==> config.mk <==
export PLATFORM = sky130hd
export DESIGN_NAME = updown_count_ctrl
export DESIGN_NICKNAME = d
export VERILOG_FILES = /design/src/rtl/updown_count_ctrl.sv
export SDC_FILE = /design/constraint.sdc
export NUM_CORES = 1
export LEC_CHECK = 0
export CELL_PAD_IN_SITES_DETAIL_PLACEMENT = 1
export CELL_PAD_IN_SITES_GLOBAL_PLACEMENT = 1
export CORE_MARGIN = 10
export CORE_UTILIZATION = 27
export CTS_CLUSTER_DIAMETER = 50
export CTS_CLUSTER_SIZE = 24
export DETAILED_ROUTE_END_ITERATION = 10
export GPL_ROUTABILITY_DRIVEN = 1
export GPL_TIMING_DRIVEN = 0
export PLACE_DENSITY = 0.79
export SETUP_SLACK_MARGIN = 0.02
export SYNTH_ARGS = -nofsm -noshare
export SYNTH_HDL_FRONTEND = slang
export SYNTH_SLANG_ARGS = --single-unit
export TNS_END_PERCENT = 100
==> constraint.sdc <==
create_clock -name clk -period 3.6 [get_ports clk]
set_clock_uncertainty 0.1 [all_clocks]
set_input_delay 0.9 -clock clk [delete_from_list [all_inputs] [get_ports clk]]
set_output_delay 0.9 -clock clk [all_outputs]
set_load 0.05 [all_outputs]
==> src/rtl/updown_count_ctrl.sv <==
// Control stage around the 3-bit ripple-carry adder of the up/down counter:
// owns the count register, feeds the adder, and turns its sum/carry into the
// next count with load, enable, modulus wrap, saturate-hold and terminal count.
module updown_count_ctrl #(
    parameter int unsigned MOD         = 8,
    parameter bit          SAT_DEFAULT = 1'b0
) (
    input  logic       clk,
    input  logic       rst,
    input  logic       en,
    input  logic       up_dn,
    input  logic       load,
    input  logic [2:0] load_val,
    input  logic       sat_wr,
    input  logic       sat_in,
    input  logic [2:0] add_s,
    input  logic       add_co,
    output logic [2:0] add_a,
    output logic [2:0] add_b,
    output logic [2:0] count,
    output logic       tc,
    output logic       at_limit,
    output logic       dir
);

    localparam int unsigned CW = 3;
    localparam logic [CW-1:0] MAX = CW'(MOD - 1);

    typedef enum logic [1:0] {
        IDLE = 2'd0,
        UP   = 2'd1,
        DOWN = 2'd2,
        HOLD = 2'd3
    } state_t;

    state_t          state, state_nxt;
    logic [CW-1:0]   count_nxt;
    logic            tc_nxt;
    logic            dir_nxt;
    logic            at_limit_nxt;
    logic            sat_q, sat_nxt;
    logic            at_top;
    logic            at_bot;

    // Adder operands: count plus +1 or two's-complement -1.
    assign add_a = count;
    assign add_b = up_dn ? 3'b001 : 3'b111;

    // Top of range: a full 3-bit modulus overflows the adder, so carry-out flags it.
    assign at_top = (MOD == 8) ? add_co : (count == MAX);
    assign at_bot = (count == '0);

    // Next-state, next-count and flag decode; rst is handled in the register.
    always_comb begin
        state_nxt    = state;
        count_nxt    = count;
        tc_nxt       = 1'b0;
        dir_nxt      = dir;
        sat_nxt      = sat_wr ? sat_in : sat_q;
        if (load) begin
            count_nxt = (load_val > MAX) ? MAX : load_val;
            state_nxt = IDLE;
        end else if (en) begin
            dir_nxt = up_dn;
            if (up_dn ? at_top : at_bot) begin
                tc_nxt = 1'b1;
                if (sat_q) begin
                    state_nxt = HOLD;
                end else begin
                    count_nxt = up_dn ? '0 : MAX;
                    state_nxt = up_dn ? UP : DOWN;
                end
            end else begin
                count_nxt = add_s;
                state_nxt = up_dn ? UP : DOWN;
            end
        end
        at_limit_nxt = (state_nxt == HOLD);
    end

    // State and output registers.
    always_ff @(posedge clk) begin
        if (rst) begin
            state    <= IDLE;
            count    <= '0;
            tc       <= 1'b0;
            at_limit <= 1'b0;
            dir      <= 1'b1;
            sat_q    <= SAT_DEFAULT;
        end else begin
            state    <= state_nxt;
            count    <= count_nxt;
            tc       <= tc_nxt;
            at_limit <= at_limit_nxt;
            dir      <= dir_nxt;
            sat_q    <= sat_nxt;
        end
    end

endmodule

==> impl_metrics.csv <==
group,metric,value,unit
place,place_inst,94,
critical_path,crit_path_start_kind,"primary input",
yosys,synth_common_cells,"9 x dfxtp_1, 6 x nand2_1, 5 x buf_4",
critical_path,crit_chain,"clkdlybuf4s50_1 -> inv_1 -> clkdlybuf4s50_1",
sta,final.setup.tns,0,ps
floorplanning,die_w,62.0,um
yosys,synth.yosys.seq_area_share,0.379,
floorplanning,rows,15,
routing,drc,0,
critical_path,crit_required,2600,ps
clocking,numCtsBuffers,3,
layout,finalNetCount,96,
yosys,synth_top_area_share,0.379,
routing,dr_wl_met2,844,um
yosys,synth_area_leaders,"dfxtp_1 38%, buf_4 7.9%, a2111oi_0 5.5%",
critical_path,timing.rr.start,"add_a[2]$_SDFFE_PP0P_",
clocking,cts_tree,"built",
layout,diodes,0,
grt,grt_max_degree,11,
yosys,synth_top_family_by_area,"compound AO/OA/AOI/OAI gates",
layout,synthToLayoutAreaGrowth,56.8,%
grt,grtUsageTotal,0.0917,
layout,nFillCells,199,
routing,wire_per_inst,17.0,um
critical_path,arrival,2460,ps
sta,rsz0062_at_grt,"false",
yosys,synthesis.nets,69,
routing,wl_met1,674,um
min_path,worstHoldStart,"state[0]$_SDFF_PP0_",
layout,drive_gt1_frac,0.111,
min_path,hold_depth,2,
yosys,synth_area,475,um2
floorplanning,die-area,0.00384,mm2
routing,vias,533,
sta,fmax,289,MHz
routing,drtIter0Drc,5,
yosys,synth-compound-area-share,0.316,
yosys,yosysWarnings,0,
critical_path,reg2reg_slack,1840,ps
clocking,path_clk_slew,60,ps
yosys,synthAdderAreaFrac,0,
critical_path,critPathKind,"in2out",
critical_path,end_kind,"output port",
floorplanning,core_area,0.00169,mm2
yosys,yosys.area.top_type,"dfxtp_1",
routing,ant_nets,0,
clocking,clock_latency,260,ps
min_path,hp-class,"reg2reg",
yosys,muxShareOfSynthArea,0.0211,
yosys,yosysMostFrequentCell,"dfxtp_1",
grt,grt_pass1_vias,546,
place,place_ws,38.3,ps
layout,ff_latch_area,180,um2
routing,first_pass_iters,2,
routing,topRoutingLayerUsed,"met4",
clocking,cts.htree.levels,1,
sta,hold_viol_final,0,
min_path,worstHoldEndpoint,"state[0]$_SDFF_PP0_",
layout,finish.utilization,0.441,
yosys,synthCells,55,
yosys,synth-edff-count,0,
yosys,synth.distinct_cells,20,
power_and_ir_drop,peakVddDrop,0.151,mV
place,hpwl,1340,um
critical_path,crit_slowest_cell,"clkdlybuf4s50_1",
flow_run,maxCapViolations,0,
yosys,ys_async_sr_fraction,0,
critical_path,path_common_cell,"clkdlybuf4s50_1",
routing,route.final.wire_length,1660,um
floorplanning,ios,26,
floorplanning,initial_core_util,0.281,
yosys,avgSynthCellArea,8.64,um2
critical_path,r2r_end,"add_a[0]$_SDFFE_PP0P_",
critical_path,critPathMaxStageDelay,830,ps
yosys,ys.flop_type,"dfxtp_1",
power_and_ir_drop,power_density,394,mW/mm2
routing,via_per_inst,5.44,
critical_path,worst-path-max-fanout,7,
layout,fin_cells,98,
yosys,synth-xor-area-share,0,
routing,wl_met3,118,um
critical_path,ff2ff_path_depth,3,
sta,setup_viol,0,
sta,slew_headroom,0.650,
yosys,yosys.area_share.simple,0.166,
clocking,clockBufferDepth,2,
sta,layout_worst_path_cycle_share,0.962,
layout,multi_input_area,243,um2
grt,gr-total-overflow,0,
floorplanning,die_h,62.0,um
run_status,outcome,"finished, final reports clean",
grt,grt_antenna_before_repair,0,
grt,grt_pass1_wl,2670,um
sta,drv_slew,0,
sta,worst_pin_slew,512,ps
yosys,synth-seq-cells,9,
sta,post-route-min-period,3460,ps
clocking,cts_setup_buffers,0,
power_and_ir_drop,p_leak,0.287,nW
clocking,clock_sinks,9,
sta,worst_slack,136,ps
place,portBuffers,22,
place,finalWeightedCongestion,0.804,
clocking,cts_root_buf,"clkbuf_4",
## power breakdown
group,switching (mW),internal (mW)
logic,0.0613,0.0421
clock network,0.0360,0.0427
registers,0.00560,0.106
## cell type report
cell class	count	area share
clock buffer	4	0.0352
timing repair buffer	22	0.299
tap	17	0.0285
buffer	7	0.0604
inverter	2	0.0101
sequential	9	0.242
multi-input combinational	37	0.326
## layer usage
metal | up-vias | track usage
met5 | - | 0
met2 | 18 | 0.167
met1 | 258 | 0.0982
met4 | 0 | 0.0478
met3 | 2 | 0.0163
li1 | 255 | -
## logic make-up after synthesis
group,count (synthesis)
other,1
multiplexers,1
AND/OR/NAND/NOR,16
flip-flops,9
AO/OA/AOI/OAI,19
buffers and inverters,9
## through the flow
step	total power, mW	area (um2)	hold slack [ps]
after floorplan	0.177	475	406
after global placement	0.215	717	437
after detailed placement	0.217	717	456
after CTS	0.297	743	473
after global routing	0.309	746	491
final	0.294	746	463
## cells in the final DEF (no fill, tap or decap)
cell / n
conb_1: 1
a311oi_1: 3
nand2_1: 6
nor2_1: 4
a211o_1: 1
a2111oi_0: 3
o221ai_1: 3
a21oi_1: 3
or4_4: 1
buf_4: 5
a211oi_1: 1
o21ai_0: 1
nor2b_1: 4
a311o_1: 2
clkbuf_1: 3
mux2i_1: 1
nor3_1: 1
dfxtp_1: 9
inv_1: 2
clkdlybuf4s50_1: 21
dlymetal6s2s_1: 1
a21boi_0: 2
clkbuf_4: 3
## flip-flops by register name, indices dropped and copies added, names as in the netlist
signal    cells
at_limit      1
tc            1
state         2
sat_q         1
dir           1
add_a         3
## worst max path at each step
| stage | cells after the start | slack, ps | startpoint | endpoint |
|---|---|---|---|---|
| 2_1_floorplan | 2 | 1060 | up_dn | add_b[2] |
| 3_3_place_gp | 4 | 70 | up_dn | add_b[2] |
| 3_5_place_dp | 4 | 40 | up_dn | add_b[2] |
| 4_1_cts | 4 | 20 | up_dn | add_b[2] |
| 5_1_grt | 3 | 50 | up_dn | add_b[1] |
| 6_report | 3 | 140 | up_dn | add_b[1] |
## what timing repair did
item / 4_1_cts / 5_1_grt
resized for setup: 0 / 1
hold buffers: 0 / 0
setup endpoints to repair: 0 / 1
## critical path, delay by kind of cell
kind,cells,cell delay [ps]
buf+inv,3,1560
No activity file was read; power rests on OpenSTA's default activity.
